**src/rtl/phase_scheduler.sv**
```systemverilog
// Two-approach intersection phase sequencer (NS main, EW side + EW protected left) with 1 s timebase.
// Latency: phase, countdown, sec_tick and pend flags are registered; transitions land one cycle after their condition.
// Backpressure: none; detector and preempt inputs are level-sampled every cycle and demand is latched until served.
module phase_scheduler #(
  parameter int TICK_DIV    = 50_000_000,
  parameter int MIN_GREEN   = 4,
  parameter int MAX_GREEN   = 10,
  parameter int YELLOW_TIME = 3,
  parameter int ALLRED_TIME = 2,
  parameter int LEFT_TIME   = 4
) (
  input  logic       clk,
  input  logic       reset,
  input  logic       req_ns,
  input  logic       req_ew,
  input  logic       req_left,
  input  logic       emerg,
  output logic [2:0] phase,
  output logic [3:0] countdown,
  output logic       sec_tick,
  output logic       ew_pend,
  output logic       left_pend
);

  typedef enum logic [2:0] {
    NS_GREEN  = 3'd0,
    NS_YELLOW = 3'd1,
    ALLRED_A  = 3'd2,
    EW_LEFT   = 3'd3,
    EW_GREEN  = 3'd4,
    EW_YELLOW = 3'd5,
    ALLRED_B  = 3'd6,
    EMERG     = 3'd7
  } state_t;

  localparam int PW = (TICK_DIV > 2) ? $clog2(TICK_DIV) : 1;
  localparam logic [PW-1:0] PRESC_LAST = PW'(TICK_DIV - 1);

  localparam logic [3:0] MIN_G  = 4'(MIN_GREEN);
  localparam logic [3:0] MAX_G  = 4'(MAX_GREEN);
  localparam logic [3:0] YEL_T  = 4'(YELLOW_TIME);
  localparam logic [3:0] AR_T   = 4'(ALLRED_TIME);
  localparam logic [3:0] LEFT_T = 4'(LEFT_TIME);
  localparam logic [3:0] EMERG_CODE = 4'hE;
  localparam logic [3:0] ELAPSED_SAT = 4'd15;

  state_t        state;
  state_t        state_nxt;
  logic [PW-1:0] presc;
  logic [PW-1:0] presc_nxt;
  logic [3:0]    elapsed;
  logic [3:0]    elapsed_nxt;
  logic          tick_nxt;
  logic          ew_pend_nxt;
  logic          left_pend_nxt;
  logic [3:0]    countdown_nxt;
  logic [3:0]    limit_nxt;
  logic          state_change;

  assign phase        = state;
  assign state_change = (state_nxt != state);

  // Per-phase time limit used for the displayed countdown.
  function automatic logic [3:0] limit_of(input state_t s);
    logic [3:0] lim;
    case (s)
      NS_GREEN, EW_GREEN:   lim = MAX_G;
      NS_YELLOW, EW_YELLOW: lim = YEL_T;
      ALLRED_A, ALLRED_B:   lim = AR_T;
      EW_LEFT:              lim = LEFT_T;
      default:              lim = MAX_G;
    endcase
    return lim;
  endfunction

  // Next-state selection: timed phase progression, emergency preempt overrides everything.
  always_comb begin
    state_nxt = state;
    case (state)
      NS_GREEN: begin
        if ((ew_pend || left_pend) &&
            (((elapsed >= MIN_G) && !req_ns) || (elapsed >= MAX_G)))
          state_nxt = NS_YELLOW;
      end
      NS_YELLOW: begin
        if (elapsed == YEL_T) state_nxt = ALLRED_A;
      end
      ALLRED_A: begin
        if (elapsed == AR_T) state_nxt = left_pend ? EW_LEFT : EW_GREEN;
      end
      EW_LEFT: begin
        if (elapsed == LEFT_T) state_nxt = EW_GREEN;
      end
      EW_GREEN: begin
        if (((elapsed >= MIN_G) && !req_ew) || (elapsed >= MAX_G))
          state_nxt = EW_YELLOW;
      end
      EW_YELLOW: begin
        if (elapsed == YEL_T) state_nxt = ALLRED_B;
      end
      ALLRED_B: begin
        if (elapsed == AR_T) state_nxt = NS_GREEN;
      end
      EMERG: begin
        // Leaving preempt always goes through clearance before any green.
        if (!emerg) state_nxt = ALLRED_B;
      end
      default: state_nxt = NS_GREEN;
    endcase
    if (emerg) state_nxt = EMERG;
  end

  // Seconds timebase: prescaler wrap produces the tick; both restart on every phase change.
  always_comb begin
    presc_nxt   = presc;
    elapsed_nxt = elapsed;
    tick_nxt    = 1'b0;
    if (state_change) begin
      presc_nxt   = '0;
      elapsed_nxt = 4'd0;
    end else if (presc == PRESC_LAST) begin
      presc_nxt   = '0;
      tick_nxt    = 1'b1;
      elapsed_nxt = (elapsed == ELAPSED_SAT) ? ELAPSED_SAT : elapsed + 4'd1;
    end else begin
      presc_nxt = presc + PW'(1);
    end
  end

  // Demand latches: set by detectors, cleared when the served phase is entered (clear wins).
  always_comb begin
    ew_pend_nxt   = ew_pend | req_ew;
    left_pend_nxt = left_pend | req_left;
    if ((state_nxt == EW_GREEN) && (state != EW_GREEN)) ew_pend_nxt = 1'b0;
    if ((state_nxt == EW_LEFT) && (state != EW_LEFT))   left_pend_nxt = 1'b0;
  end

  // Countdown is derived from next phase/elapsed so it updates together with them.
  always_comb begin
    limit_nxt     = limit_of(state_nxt);
    countdown_nxt = 4'd0;
    if (state_nxt == EMERG)
      countdown_nxt = EMERG_CODE;
    else if (limit_nxt > elapsed_nxt)
      countdown_nxt = limit_nxt - elapsed_nxt;
  end

  // State and output registers with synchronous reset to resting NS green.
  always_ff @(posedge clk) begin
    if (reset) begin
      state     <= NS_GREEN;
      presc     <= '0;
      elapsed   <= 4'd0;
      sec_tick  <= 1'b0;
      countdown <= MAX_G;
      ew_pend   <= 1'b0;
      left_pend <= 1'b0;
    end else begin
      state     <= state_nxt;
      presc     <= presc_nxt;
      elapsed   <= elapsed_nxt;
      sec_tick  <= tick_nxt;
      countdown <= countdown_nxt;
      ew_pend   <= ew_pend_nxt;
      left_pend <= left_pend_nxt;
    end
  end

endmodule

```
**config.mk**
```make
export PLATFORM = sky130hd
export DESIGN_NAME = phase_scheduler
export DESIGN_NICKNAME = d
export VERILOG_FILES = /design/src/rtl/phase_scheduler.sv
export SDC_FILE = /design/constraint.sdc
export NUM_CORES = 1
export LEC_CHECK = 0
export CAP_MARGIN = 25
export CORE_AREA = 4 4 88 90
export DETAILED_ROUTE_END_ITERATION = 16
export DIE_AREA = 0 0 92 94
export GPL_TIMING_DRIVEN = 0
export PLACE_DENSITY_LB_ADDON = 0.1
export SETUP_SLACK_MARGIN = 0.3
export SLEW_MARGIN = 15
export SYNTH_ARGS = -nofsm -noshare
export SYNTH_HDL_FRONTEND = slang
export SYNTH_SLANG_ARGS = --single-unit
```
**constraint.sdc**
```tcl
create_clock -name clk -period 10 [get_ports clk]
set_input_delay 1.5 -clock clk [delete_from_list [all_inputs] [get_ports clk]]
set_output_delay 1.5 -clock clk [all_outputs]
set_load 0.05 [all_outputs]
```
==> key figures, run 1 <==
Setup path
  – Kind of cell adding the most delay to the critical path: compound AO/OA/AOI/OAI gates
  – Crit-path max FO: 10
  – Cell mode on critical path: nor2_1
  – Required time of the worst setup path: 10170 ps
  – Slowest-stage cell, CP: clkdlybuf4s50_1
  – CP Cell Sequence: clkdlybuf4s50_1 -> mux2i_2 -> o311ai_0 -> o2bb2ai_1 -> or4_1 -> buf_6 -> buf_2 -> nor2_1 -> ha_1 -> inv_1 -> fa_1 -> a21o_1 -> a21oi_1 -> a41oi_1 -> a22oi_1 -> nor2_1
  – Kind of critical path: in2reg
  – Crit end category: flop
  – Largest stage delay, worst path: 490 ps
  – WP data arrival: 4940 ps
  – CP Launch Type: primary input
  – Critical path buffers and inverters: 4

Die
  – Area of the die: 0.00865 sq mm
  – Die Span Y: 94 microns
  – FP Rows: 31
  – Core region area: 0.00706 sq mm
  – Num ports: 16
  – Initial Util: 34.0%
  – Die width: 92 microns

GRT
  – Total track usage: 13.6%
  – Vias in the first global route: 1888
  – Largest net degree at the start of global routing: 14
  – Initial antenna violation count: 0
  – Grt ovf: 0
  – First-pass GRT wire length: 9270 microns

Final layout
  – Share of layout cells above drive strength 1: 13.2%
  – N_diodes: 0
  – Fin util: 39.2%
  – Layout Nets: 306
  – Area Growth Syn to Fin: 15.0%

Logic synthesis
  – Yosys reg bits: 40
  – Most frequent cell after synthesis: dfxtp_1
  – Syn Nets: 285
  – Syn Area/Cell: 9.04 sq um
  – Synth area leader: dfxtp_1
  – Post-synth EDFFs: 0
  – Most common library cells after synthesis: 40 x dfxtp_1, 19 x nor2_1, 19 x nor3_1
  – Top FF cell, synth: dfxtp_1
  – Yosys cell types: 52
  – Area contributors post-synth: dfxtp_1 33%, xnor2_1 6.6%, ha_1 6.2%, nor4_2 6.2%, nor3_1 4.0%
  – Ys async rst share: 0%
  – Synth top area share: 33.3%
  – Register area share after synthesis: 33.3%
  – Synth warn: 0
  – Synth Instances: 266
  – Netlist Area Pre-Place: 0.00240 sq mm

CTS
  – Clock transition at the registers of the reported paths: 80 ps
  – TritonCTS clock tree: built
  – Latest clock arrival within the worst-skew pair: 300 ps
  – Cts hold-fix bufs: 0
  – Post-CTS sizing: 0
  – Setup bufs post-CTS: 0
  – Maximum root-to-sink buffer count: 2
  – Clock Sinks: 40
  – Num CTS Buffers: 5
  – Root Buffer: clkbuf_8
  – H-tree level count: 2

Drt
  – Detailed Route Iter0 Violations: 85
  – Vias: 1917
  – Routed len/inst: 14.1 microns
  – DRC viols: 0
  – WL final: 5480 microns
  – Vias per cell: 4.95
  – DR pass1 iterations: 4
  – Antenna viol nets, final: 0

STA
  – Fmax: 209 MHz
  – RSZ-0062 raised after global routing: false
  – Fin crit share: 47.8%
  – Setup-failing EPs final: 0
  – Worst Skew: 8.20 ps
  – Final hold vios: 0
  – Final TNS setup: 0 ps
  – Final worst path period need: 4780 ps
  – Max Slew Vio Count: 0
  – Relative slew margins: 42.8%
  – Least-Margin Pin Slew: 858 ps

Place
  – HPWL Detailed: 3960 microns
  – GP Congestion: 0.799
  – Buffers added on ports: 14

Pwr
  – Worst vdd ir: 47.9 uV
  – Leakage: 0.880 nW
  – Power density over cell area: 125 mW/mm^2

Min path
  – HP Class: reg2reg

Flow run
  – Max-Cap Viols: 0

Run status
  – Outcome: finished, final reports clean
layout make-up:
type                       instances  area [sq um]
buffer                            17           110
clock buffer                       6          82.6
clock inverter                     2          15.0
fill                             764          4290
inverter                          16          60.1
multi-input combinational        193          1430
sequential                        40           801
tap                               99           124
timing repair buffer              14           140
final timing paths:
kind                        endpoint  slack, ps                   from  depth (start not counted)
min              presc[0]$_SDFF_PP0_        490    presc[0]$_SDFF_PP0_                          1
min reg2reg      presc[0]$_SDFF_PP0_        490    presc[0]$_SDFF_PP0_                          1
max reg2reg  countdown[3]$_SDFF_PP1_       6120  elapsed[1]$_SDFF_PP0_                         16
max          countdown[2]$_SDFF_PP0_       5220                 req_ew                         16
per-layer routing:
metal,up-vias,GRT usage (%),share of wire [%]
li1,993,-,-
met1,894,19.1,54
met2,24,20.7,42
met3,6,2.48,2.4
met4,0,4.83,1.4
met5,-,0,0
stage by stage:
stage / hold WS [ps] / cells / total power, mW / area (sq um) / worst slack (ps)
5_1_grt: 523 / 387 / 0.364 / 2770 / 4920
3_5_place_dp: 478 / 379 / 0.231 / 2670 / 4900
4_1_cts: 495 / 387 / 0.352 / 2770 / 5200
6_report: 493 / 387 / 0.347 / 2770 / 5220
2_1_floorplan: 457 / 266 / 0.213 / 2400 / 5840
3_3_place_gp: 481 / 379 / 0.231 / 2670 / 4900
cell families after synthesis:
group,after synthesis,share of synthesized area [%]
AO/OA/AOI/OAI,27,8.43
XOR/XNOR,26,9.47
adder cells (fa/ha/maj),13,7.08
buffers and inverters,33,7.08
flip-flops,40,33.3
multiplexers,3,1.41
AND/OR/NAND/NOR,124,33.2
state kept, by name, summed over array words and instances, names as in the netlist:
register,flops
countdown,4
ew_pend,1
phase,3
elapsed,4
left_pend,1
sec_tick,1
presc,26
cells in the final DEF, fill, tap and decap left out, drive strengths merged, types with 5 or more instances in the layout:
cell type | synthesis | layout
xnor2 | 18 | 18
clkdlybuf4s50 | 0 | 14
inv | 16 | 16
nor4 | 20 | 20
dfxtp | 40 | 40
clkbuf | 9 | 15
buf | 8 | 8
nor3 | 19 | 19
and4 | 5 | 5
a21oi | 6 | 6
nand3 | 13 | 13
nor2 | 19 | 19
xor2 | 8 | 8
ha | 12 | 12
nand2 | 17 | 17
power breakdown:
part / internal (mW) / switching (mW) / total [mW] / leakage, nW
registers: 0.163 / 0.00187 / 0.165 / 0.325
logic: 0.0223 / 0.0399 / 0.0621 / 0.512
clock network: 0.0559 / 0.0636 / 0.120 / 0.0434
No activity file was read; power rests on OpenSTA's default activity.
==> run 2: changes to the inputs <==
clock period = 4.5 ns   (was 10 ns; I/O delays follow)
==> run 2 against run 1 <==
  * Clock-buffer cell count stayed put
  * First-iteration DRC count shrank 2.4%
  * Register-to-register slack got worse by 5400 ps
  * Clock power grew 120%
  * Total power is 120% higher
  * Core utilization up 0.071 points
  * Cell count unchanged
  * Critical path type unchanged
  * Largest power group unchanged
==> key figures, run 2 (synthesis gave the netlist of run 1 again) <==
Setup path
  – Kind of critical path: in2reg
  – Worst R2R Start: elapsed[1]$_SDFF_PP0_
  – Crit-path max FO: 10 (unchanged)
  – CP Launch Type: primary input
  – Required time of the worst setup path: 4670 ps (-5500 ps)
  – Crit end category: flop
  – WP data arrival: 4080 ps (-860 ps)
  – Crit. Startpoint: req_ew

Flow run
  – Max-Cap Viols: 0 (unchanged)

CTS
  – H-tree level count: 2 (unchanged)
  – Clock transition at the registers of the reported paths: 80 ps (about the same)
  – Maximum root-to-sink buffer count: 2 (unchanged)
  – Num CTS Buffers: 5 (unchanged)
  – Root Buffer: clkbuf_8
  – TritonCTS clock tree: built
  – Post-CTS sizing: 0 (unchanged)
  – Setup bufs post-CTS: 0 (unchanged)
  – Latest clock arrival within the worst-skew pair: 300 ps (about the same)
  – Cts hold-fix bufs: 0 (unchanged)
  – Clock Sinks: 40 (unchanged)

GRT
  – First-pass GRT wire length: 9270 microns (unchanged)
  – Initial antenna violation count: 0 (unchanged)
  – Total track usage: 13.6% (unchanged)
  – Met1 usage: 19.1% (unchanged)
  – Vias in the first global route: 1888 (unchanged)
  – Most Crowded Layer GR: met2
  – Largest net degree at the start of global routing: 14 (unchanged)
  – Grt ovf: 0 (unchanged)
  – Grt met3 use: 2.48% (unchanged)
  – GR Layer Usage met2: 20.7% (unchanged)

Final layout
  – Share of layout cells above drive strength 1: 13.5% (+0.35 points)
  – Most common cell after layout, fill and taps aside: dfxtp_1
  – Regs by FF count: presc (26), countdown (4), elapsed (4)
  – Layout Cells excl Fill: 387 (unchanged)
  – Top reg by flops: presc
  – Max reg flops: 26 (unchanged)
  – FILL cells: 765 (+0.13%)
  – Layout Nets: 306 (unchanged)
  – Area Growth Syn to Fin: 15.3%
  – N_diodes: 0 (unchanged)
  – Sequential cell area: 801 sq um (unchanged)
  – Most frequent cells in the layout: 40 x dfxtp_1, 19 x nor2_1, 19 x nor3_1
  – Area occupied by multi-input gates: 0.00144 sq mm (+0.35%)

Pwr
  – Leakage: 0.880 nW (about the same)
  – P_sw: 0.234 mW (+120%)
  – Net Sw Frac: 30.4% (about the same)
  – Worst vdd ir: 107 uV (+120%)
  – Combinational share of power: 18.1% (+0.2 points)
  – Sequential Power Share: 47.6% (about the same)
  – Internal: 0.537 mW (+120%)
  – Power density over cell area: 278 mW/mm^2 (+120%)
  – Final Power: 0.771 mW (+120%)
  – Clock share of power: 34.4% (about the same)

Drt
  – DRC viols: 0 (unchanged)
  – DR pass1 iterations: 4 (unchanged)
  – Vias per cell: 4.97 (+0.42%)
  – Routed len/inst: 14.1 microns (-0.13%)
  – WL final: 5470 microns (-0.13%)
  – Detailed Route Iter0 Violations: 83 (-2.4%)
  – Antenna viol nets, final: 0 (unchanged)
  – Vias: 1925 (+0.42%)

Place
  – Buffers added on ports: 14 (unchanged)
  – Pre-CTS setup slack: 224 ps (-4680 ps)
  – GP Congestion: 0.799 (unchanged)
  – Inst Count DP: 379 (unchanged)
  – HPWL Detailed: 3960 microns (unchanged)

Die
  – Die Span Y: 94 microns (unchanged)
  – Num ports: 16 (unchanged)
  – FP Rows: 31 (unchanged)
  – Die width: 92 microns (unchanged)
  – Initial Util: 34.0% (unchanged)
  – Core region area: 0.00706 sq mm (unchanged)
  – Area of the die: 0.00865 sq mm (unchanged)

STA
  – Setup-failing EPs final: 0 (unchanged)
  – Worst Skew: 8.19 ps (-0.0132 ps)
  – RSZ-0062 raised after global routing: false
  – Relative slew margins: 42.8% (unchanged)
  – Least-Margin Pin Slew: 858 ps (unchanged)
  – Final worst path period need: 3910 ps
  – Fin worst setup slack: 592 ps (-4630 ps)
  – Final TNS setup: 0 ps (unchanged)
  – Max Slew Vio Count: 0 (unchanged)
  – Fmax: 256 MHz
  – Final hold vios: 0 (unchanged)
  – Fin crit share: 86.8%

Min path
  – Min-delay src: presc[0]$_SDFF_PP0_
  – HP Class: reg2reg

Run status
  – Outcome: finished, final reports clean
run 2: changes by cell type in the layout (fill, tap and decap cells not counted):
cell,before,now
o311ai_1,0,1
o311ai_0,1,0
o31ai_1,2,1
o31ai_2,0,1
run 2: per-stage QoR:
step | hold WS, ps | util, % | instance area (sq um)
2_1_floorplan | 457 | - | 2400
3_3_place_gp | 481 | 37.8 | 2670
3_5_place_dp | 478 | 37.8 | 2670
4_1_cts | 495 | 39.2 | 2770
5_1_grt | 523 | 39.2 | 2770
6_report | 493 | 39.2 | 2770
run 2: critical path, stage by stage:
cell             delay [ps]
clkdlybuf4s50_1         490
mux2i_2                 110
o311ai_2                230
a31oi_1                 150
or4_1                   570
buf_6                   170
buf_2                   190
nor2_1                  150
ha_1                    160
inv_1                    60
fa_1                    410
a21o_1                  170
a21oi_1                 190
a41oi_1                 110
a22oi_1                 180
nor2_1                   60
run 2: metal layers:
layer | vias up | wire [microns]
li1 | 996 | -
met1 | 899 | 2850
met2 | 24 | 2340
met3 | 6 | 205
met4 | 0 | 78
met5 | - | 0
run 2: power groups by stage:
| stage | registers (mW) | logic, mW | clock network, mW |
|---|---|---|---|
| 3_5_place_dp | 0.375 | 0.138 | 0 |
| 4_1_cts | 0.367 | 0.139 | 0.277 |
| 5_1_grt | 0.368 | 0.152 | 0.289 |
| 2_1_floorplan | 0.404 | 0.0703 | 0 |
| 3_3_place_gp | 0.375 | 0.139 | 0 |
| 6_report | 0.367 | 0.139 | 0.265 |
run 2: path summary, 6_finish.rpt:
path                                   to  slack (ps)  cells past startpoint
hold / removal        presc[0]$_SDFF_PP0_         490                      1
hold reg to reg       presc[0]$_SDFF_PP0_         490                      1
setup / recovery  countdown[2]$_SDFF_PP0_         590                     16
setup reg to reg  countdown[3]$_SDFF_PP1_         740                     16
run 2: final cells by class:
class                           instances  area share (%)
Buffer                                 17            3.97
Clock buffer                            6            2.98
Clock inverter                          2           0.542
Inverter                               16            2.17
Multi-Input combinational cell        193            51.9
Sequential cell                        40            28.9
Tap cell                               99            4.47
Timing Repair Buffer                   14            5.06
